===== config.mk =====
export PLATFORM = sky130hd
export DESIGN_NAME = fetch_stage_flat
export DESIGN_NICKNAME = d
export VERILOG_FILES = /design/src/rtl/fetch_stage_if.sv /design/src/rtl/fetch_stage.sv /design/src/flat_wrapper.sv
export SDC_FILE = /design/constraint.sdc
export NUM_CORES = 1
export LEC_CHECK = 0
export BUFFER_PORTS_ARGS = -buffer_cell sky130_fd_sc_hd__clkbuf_2
export CORE_UTILIZATION = 40
export CTS_CLUSTER_SIZE = 16
export DETAILED_ROUTE_END_ITERATION = 10
export GPL_ROUTABILITY_DRIVEN = 0
export GPL_TIMING_DRIVEN = 0
export HOLD_SLACK_MARGIN = 0.1
export PLACE_DENSITY = 0.67
export SETUP_SLACK_MARGIN = 0.15
export SYNTH_ARGS = -nofsm -noshare
export SYNTH_HDL_FRONTEND = slang
export SYNTH_SLANG_ARGS = --single-unit
export TNS_END_PERCENT = 10

===== constraint.sdc =====
create_clock -name clock -period 3.6 [get_ports clock]
set_input_delay 0.36 -clock clock [delete_from_list [all_inputs] [get_ports clock]]
set_output_delay 0.36 -clock clock [all_outputs]
set_load 0.05 [all_outputs]

===== src/rtl/fetch_stage_if.sv =====
// Fetch-stage bundle: redirect/hazard controls and imem data in, IF/ID register and status out.
interface fetch_stage_if;
  logic        stall;
  logic        branchTaken;
  logic [31:0] branchTarget;
  logic [31:0] instruction;
  logic        fimDoArquivo;
  logic [31:0] readAddress;
  logic [31:0] ifIdPc;
  logic [31:0] ifIdInstruction;
  logic        ifIdValid;
  logic        halted;
  logic        misaligned;

  modport master (
    input  stall, branchTaken, branchTarget, instruction, fimDoArquivo,
    output readAddress, ifIdPc, ifIdInstruction, ifIdValid, halted, misaligned
  );
  modport slave (
    output stall, branchTaken, branchTarget, instruction, fimDoArquivo,
    input  readAddress, ifIdPc, ifIdInstruction, ifIdValid, halted, misaligned
  );
endinterface


===== src/rtl/fetch_stage.sv =====
// Instruction fetch: PC register, IF/ID pipeline register and a RUN/HALT FSM
// that stops on end-of-program or a misaligned redirect.
module fetch_stage #(
  parameter logic [31:0] RESET_PC  = 32'h00000000,
  parameter logic [31:0] NOP_INSTR = 32'h00000013
) (
  input logic           clock,
  input logic           reset,
  fetch_stage_if.master f
);
  typedef enum logic {RUN, HALT} state_t;

  state_t      state;
  logic [31:0] pc;
  logic [31:0] ifIdPcQ;
  logic [31:0] ifIdInstrQ;
  logic        ifIdValidQ;
  logic        haltedQ;
  logic        misalignedQ;

  // PC only feeds memory; fetched data never loops back combinationally.
  assign f.readAddress     = pc;
  assign f.ifIdPc          = ifIdPcQ;
  assign f.ifIdInstruction = ifIdInstrQ;
  assign f.ifIdValid       = ifIdValidQ;
  assign f.halted          = haltedQ;
  assign f.misaligned      = misalignedQ;

  always_ff @(posedge clock) begin
    if (reset) begin
      state       <= RUN;
      pc          <= RESET_PC;
      ifIdPcQ     <= 32'h0;
      ifIdInstrQ  <= NOP_INSTR;
      ifIdValidQ  <= 1'b0;
      haltedQ     <= 1'b0;
      misalignedQ <= 1'b0;
    end else if (f.branchTaken) begin
      // Redirect squashes the wrong-path fetch and wins over stall and HALT.
      ifIdPcQ    <= pc;
      ifIdInstrQ <= NOP_INSTR;
      ifIdValidQ <= 1'b0;
      if (f.branchTarget[1:0] == 2'b00) begin
        pc      <= f.branchTarget;
        state   <= RUN;
        haltedQ <= 1'b0;
      end else begin
        misalignedQ <= 1'b1;
        state       <= HALT;
        haltedQ     <= 1'b1;
      end
    end else if (state == HALT) begin
      ifIdValidQ <= 1'b0;
    end else if (!f.stall && (f.fimDoArquivo || f.instruction == 32'h0)) begin
      ifIdPcQ    <= pc;
      ifIdInstrQ <= NOP_INSTR;
      ifIdValidQ <= 1'b0;
      state      <= HALT;
      haltedQ    <= 1'b1;
    end else if (!f.stall) begin
      pc         <= pc + 32'd4;
      ifIdPcQ    <= pc;
      ifIdInstrQ <= f.instruction;
      ifIdValidQ <= 1'b1;
    end
  end
endmodule

===== src/flat_wrapper.sv =====
// flat-port wrapper written by rule: the top's interface ports become plain ports
module fetch_stage_flat 
#(
  parameter logic [31:0] RESET_PC  = 32'h00000000,
  parameter logic [31:0] NOP_INSTR = 32'h00000013
)
  (clock, reset, f_stall, f_branchTaken, f_branchTarget, f_instruction, f_fimDoArquivo, f_readAddress, f_ifIdPc, f_ifIdInstruction, f_ifIdValid, f_halted, f_misaligned);
  fetch_stage_if f_i ();
  input logic clock;
  input logic reset;
  input wire logic [$bits(f_i.stall)-1:0] f_stall;
  input wire logic [$bits(f_i.branchTaken)-1:0] f_branchTaken;
  input wire logic [$bits(f_i.branchTarget)-1:0] f_branchTarget;
  input wire logic [$bits(f_i.instruction)-1:0] f_instruction;
  input wire logic [$bits(f_i.fimDoArquivo)-1:0] f_fimDoArquivo;
  output wire logic [$bits(f_i.readAddress)-1:0] f_readAddress;
  output wire logic [$bits(f_i.ifIdPc)-1:0] f_ifIdPc;
  output wire logic [$bits(f_i.ifIdInstruction)-1:0] f_ifIdInstruction;
  output wire logic [$bits(f_i.ifIdValid)-1:0] f_ifIdValid;
  output wire logic [$bits(f_i.halted)-1:0] f_halted;
  output wire logic [$bits(f_i.misaligned)-1:0] f_misaligned;
  assign f_i.stall = f_stall;
  assign f_i.branchTaken = f_branchTaken;
  assign f_i.branchTarget = f_branchTarget;
  assign f_i.instruction = f_instruction;
  assign f_i.fimDoArquivo = f_fimDoArquivo;
  assign f_readAddress = f_i.readAddress;
  assign f_ifIdPc = f_i.ifIdPc;
  assign f_ifIdInstruction = f_i.ifIdInstruction;
  assign f_ifIdValid = f_i.ifIdValid;
  assign f_halted = f_i.halted;
  assign f_misaligned = f_i.misaligned;
  fetch_stage #(.RESET_PC(RESET_PC), .NOP_INSTR(NOP_INSTR)) u_core (.clock(clock), .reset(reset), .f(f_i));
endmodule

# Yosys cells after proc, flatten, opt, wreduce, memory -nomap -nowiden
# Index checks and enable logic that the tools add are counted.
[word_totals] ff_bits=100 inputBits=69 output_inout_bits=99 wordCells=47
[op_classes] add_sub_neg=1 n_eq_ne=6 mux=18 bitwise_logic=2 n_reduce_logical=13
[ops] operator="32-bit two-way mux" n=11
[ops] operator="32-bit by 3-bit adder with 32-bit output, second input constant" n=1
[ops] operator="32-bit logical NOT" n=1
[ops] operator="2-bit AND reduction" n=4
[ops] operator="1-bit two-way mux" n=7
[ops] operator="2-bit by 1-bit inequality test with 1-bit output, second input constant" n=3
[ops] operator="2-bit inequality test, second input constant" n=2
[ops] operator="4-bit AND reduction" n=1
[ops] operator="4-bit OR reduction" n=1
[ops] operator="3-bit by 1-bit inequality test with 1-bit output, second input constant" n=1
[ops] operator="2-bit logical NOT" n=1
[ops] operator="1-bit inverter" n=2
[ops] operator="2-bit nonzero test" n=1
[ops] operator="2-bit OR reduction" n=1
[ops] operator="1-bit logical AND" n=1
[ops] operator="1-bit logical NOT" n=1
[ops] operator="1-bit logical OR" n=1

# Longest topological paths before layout
[logic_depth] depth_word=6 depth_mapped=7 depth_no_buf=6

# Worst setup path after synthesis
# Ideal clock, no wire load.
[synth_path] kind="register to register" startpoint="reg u_core.pc[2] (netlist: u_core.f.readAddress[2])" endpoint="reg u_core.pc[16] (netlist: u_core.f.readAddress[16])" setup_time_ns=0.074 arrival_ns=2.141 required_time_ns=3.526 setup_slack_ns=1.385 stages_incl_launch_ff=7 n_path_buf=0 period_less_slack_ns=2.215 cell_sequence="dfxtp_1 -> ha_1 -> nand3_1 -> nor4_1 -> nand3_1 -> or3_1 -> a31oi_1"
[synth_via] elab_chain_len=5
[synth_rtl] element="start: declaration" line_no="fetch_stage.sv:14" text="logic [31:0] pc;"
[synth_rtl] element="start signal: assignment" line_no="fetch_stage.sv:44" text="pc <= f.branchTarget;"
[synth_rtl] element="start signal: assignment" line_no="fetch_stage.sv:61" text="pc <= pc + 32'd4;"
[synth_rtl] element="32-bit by 3-bit adder with 32-bit output" line_no="fetch_stage.sv:61"
[synth_rtl] element="32-bit two-way mux" line_no="fetch_stage.sv:60" text="end else if (!f.stall) begin"
[synth_rtl] element="32-bit two-way mux" line_no="fetch_stage.sv:54" text="end else if (!f.stall && (f.fimDoArquivo || f.instruction == 32'h0)) begin"
[synth_rtl] element="32-bit two-way mux" line_no="fetch_stage.sv:52" text="end else if (state == HALT) begin"
[synth_rtl] element="32-bit two-way mux" line_no="fetch_stage.sv:38" text="end else if (f.branchTaken) begin"
# Every way passes these cells. The select of a mux whose other input is x is not followed.
# A chain may end at the register's enable or synchronous reset.

# Worst setup path in the final report
# Same ends and word-level chain as after synthesis.

==> flow_summary_export.csv <==
group,metric,value,unit
worst_setup_path,crit_chain,"ha_1 > nand3_1 > nor4_1 > nand3_1 > or3_1 > a31oi_1",
clock_network,worst_skew_pair_latency,0.39,ns
timing,rsz0062_at_grt,"false",
worst_setup_path,r2r_start,"u_core.f.readAddress[2]",
yosys,syn_inst,527,
yosys,ys.warnings.count,0,
routing,route.antenna.remaining_nets,0,
worst_setup_path,r2r_setup_slack,1.22,ns
status,run_status,"finished clean",
timing,timing.slew.headroom,43.6,%
global_route,gr-total-overflow,0,
placed_design,detailed_placer_s_ending_hpwl,11300,um
global_route,grt_antenna_before_repair,0,
timing,timing.final.setup_violations,0,
yosys,synth_cell_types,53,
yosys,synthAdderAreaFrac,0.279,%
placed_design,portBuffers,166,
clock_network,cts.sink_count,100,
timing,report.final.slew_viol_count,0,
timing,fmaxAchievable,420,MHz
clock_network,postCtsHoldBufs,0,
worst_setup_path,critPathMaxFanout,7,
worst_setup_path,cp_data_arrival_time,2.70,ns
worst_setup_path,worstReg2RegEnd,"u_core.f.readAddress[16]",
yosys,synthesized_area_per_cell,8.50,um^2
worst_setup_path,critPathCapture,"u_core.f.readAddress[16]",
routing,drtIter0Drc,460,
yosys,syn_area,0.00448,mm^2
worst_setup_path,path_class,"flop to flop",
power_and_ir_drop,p_per_area,415,mW/mm^2
worst_setup_path,crit_path_max_incr_delay,0.56,ns
yosys,synth_seq_area_share,44.7,%
floorplan,top_level_i_o_count,168,
worst_setup_path,timing.critical_path.from,"u_core.f.readAddress[2]",
global_route,global_route_wire_length_before_repair,23500,um
floorplan,die_area,0.0116,mm^2
power_and_ir_drop,max-vdd-ir-drop,0.204,mV
routing,vias_per_cell,5.82,
clock_network,clk_pin_slew_worst_paths,0.11,ns
global_route,vias_in_the_first_global_route,4543,
yosys,area_share_of_the_largest_cell_type_after_synthesis,44.7,%
cells_and_area,filler_cell_count,1065,
yosys,post_synthesis_share_of_cell_area_spent_on_xor_and_xnor_gates,0,%
cells_and_area,layout-drive-gt1-share,29.9,%
clock_network,cts-root-to-sink-buffers,2,
yosys,synthDominantAreaCellType,"dfxtp_1",
yosys,synth_area_leaders,"dfxtp_1 45%, nand2_1 8.5%, a21oi_1 6.5%, a22o_1 5.5%, o32ai_1 3.7%",
global_route,largest_net_degree_at_the_start_of_global_routing,18,
floorplan,coreArea,0.0109,mm^2
worst_setup_path,cpMostUsedCell,"nand3_1",
routing,wire_per_inst,18.3,um
clock_network,postCtsSetupBuffers,0,
hold_path,hold_path.class,"primary input to flop",
timing,min_period,2.38,ns
yosys,synth_simple_gate_area_share,23.1,%
clock_network,postCtsResizedCells,0,
worst_setup_path,r2r_cells,6,
routing,route.vias.total,4935,
clock_network,cts_inserted_buffers,9,
cells_and_area,n_antenna_cell,0,
floorplan,die_height,108,um
yosys,largest_family_of_logic_cells_by_synthesized_area,"compound AO/OA/AOI/OAI gates",
yosys,synth_async_sr_flop_share,0,%
routing,totalWireLength,15500,um
worst_setup_path,cp-start-kind,"flop",
global_route,groute.usage.overall,26.6,%
routing,firstDrtPassIters,5,
clock_network,clock_tree.htree_level_count,3,
power_and_ir_drop,leakagePower,2.34,nW
yosys,flip_flop_and_latch_count_after_synthesis,100,
worst_setup_path,required,3.92,ns
run,max-cap-violations,0,
yosys,muxShareOfSynthArea,0.475,%
timing,final_min_period_over_clock_period,66.2,%
timing,final-hold-violation-count,0,
worst_setup_path,timing.critical_path.to_type,"flop",
cells_and_area,post-route-util,52.4,%
timing,measured_slew_at_the_worst_slew_check_pin,0.843,ns
cells_and_area,final_nets,774,
floorplan,floorplan.rows,38,
yosys,synth_ff_type,"dfxtp_1",
clock_network,cts_tree,"yes",
yosys,synth_edf_count,0,
floorplan,floorplan.die.width,108,um
clock_network,clk_root_buffer_cell,"clkbuf_8",
yosys,synth_nets,597,
timing,setup_skew,0.0102,ns
floorplan,effective_utilization_at_floorplan,41.1,%
yosys,synth-compound-area-share,27.0,%
cells_and_area,areaGrowthSynthToFinish,27.4,%
timing,setup_total_negative_slack,0,ns
routing,drc_errors,0,
worst_setup_path,critPathSlowestCell,"nor4_1",
power_and_ir_drop,post-layout-total-power,2.37,mW
==> layout by cell type, fill, tap and decap left out, drive strengths merged, types with 9 or more instances in the layout <==
master  synthesis  layout
nor2           32      32
o32ai          22      22
buf            15      15
nand3          19      19
nand2         102     102
a22oi          16      16
a22o           28      28
a21oi          58      58
a31oi          10      10
nor4           14      14
clkbuf         28     203
nand4           9       9
dfxtp         100     100
==> layout make-up <==
type | instances | area, um^2 | share of cell area (%)
Multi-Input combinational cell | 378 | 2280 | 39.9
Sequential cell | 100 | 2000 | 35.1
Timing Repair Buffer | 166 | 831 | 14.6
Buffer | 43 | 178 | 3.11
Tap cell | 140 | 175 | 3.07
Clock buffer | 9 | 124 | 2.17
Clock inverter | 6 | 96.3 | 1.69
Inverter | 6 | 22.5 | 0.395
==> kinds of logic after synthesis <==
| family | after synthesis |
|---|---|
| and+or+nand+nor | 208 |
| DFF | 100 |
| AOI/OAI and AO/OA | 167 |
| muxes | 2 |
| buffers and inverters | 49 |
| adders and majority gates | 1 |
==> metrics by stage <==
step	hold slack, ns	instance area (um^2)	std cells	worst slack, ns
after floorplan	0.438	4480	527	1.38
after global placement	0.438	5480	833	1.17
after detailed placement	0.446	5480	833	1.12
after CTS	0.190	5700	848	1.34
after global routing	0.194	5700	848	1.06
final	0.191	5700	848	1.22
==> layer usage <==
metal	up-vias	track usage, %	wire length, um
met5	-	0	0
met2	234	42.6	7120
met1	2359	34.8	6960
li1	2313	-	-
met4	0	11.6	377
met3	29	4.84	1050
==> cell usage after synthesis, types with 6 or more instances <==
| master | n |
|---|---|
| a21oi_1 | 58 |
| a22o_1 | 28 |
| a22oi_1 | 16 |
| a31oi_1 | 10 |
| and3_1 | 6 |
| buf_2 | 10 |
| clkbuf_1 | 28 |
| dfxtp_1 | 100 |
| nand2_1 | 102 |
| nand3_1 | 15 |
| nand4_1 | 9 |
| nor2_1 | 31 |
| nor3_1 | 6 |
| nor4_1 | 12 |
| o21ai_0 | 6 |
| o31a_1 | 6 |
| o32ai_1 | 19 |
==> worst min-delay path by stage <==
stage	start	endpoint	depth (start not counted)
global route	f_instruction[9]	u_core.f.ifIdInstruction[9]	2
global placement	u_core.f.ifIdPc[0]	u_core.f.ifIdPc[0]	2
CTS	f_instruction[21]	u_core.f.ifIdInstruction[21]	2
floorplan	u_core.state	u_core.f.ifIdValid	1
finish	f_instruction[9]	u_core.f.ifIdInstruction[9]	2
detailed placement	u_core.f.ifIdPc[5]	u_core.f.ifIdPc[5]	2
==> state kept, by name, indices dropped and copies added (netlist names) <==
register	cells
u_core.state	1
u_core.f.ifIdPc	32
u_core.f.misaligned	1
u_core.f.ifIdInstruction	32
u_core.f.halted	1
u_core.f.readAddress	32
u_core.f.ifIdValid	1
==> power breakdown <==
group	switching (mW)	internal (mW)	total, mW
clock network	0.426	0.396	0.822
registers	0.0349	1.14	1.17
logic	0.269	0.103	0.372
total	0.730	1.64	2.37
==> critical path: cells and delay by family (launching register included) <==
family | cells | cell delay, ns
flops | 1 | 0.51
compound gates | 1 | 0.16
fa+ha+maj | 1 | 0.26
simple gates | 4 | 1.38
(Power assumes the default switching activity.)
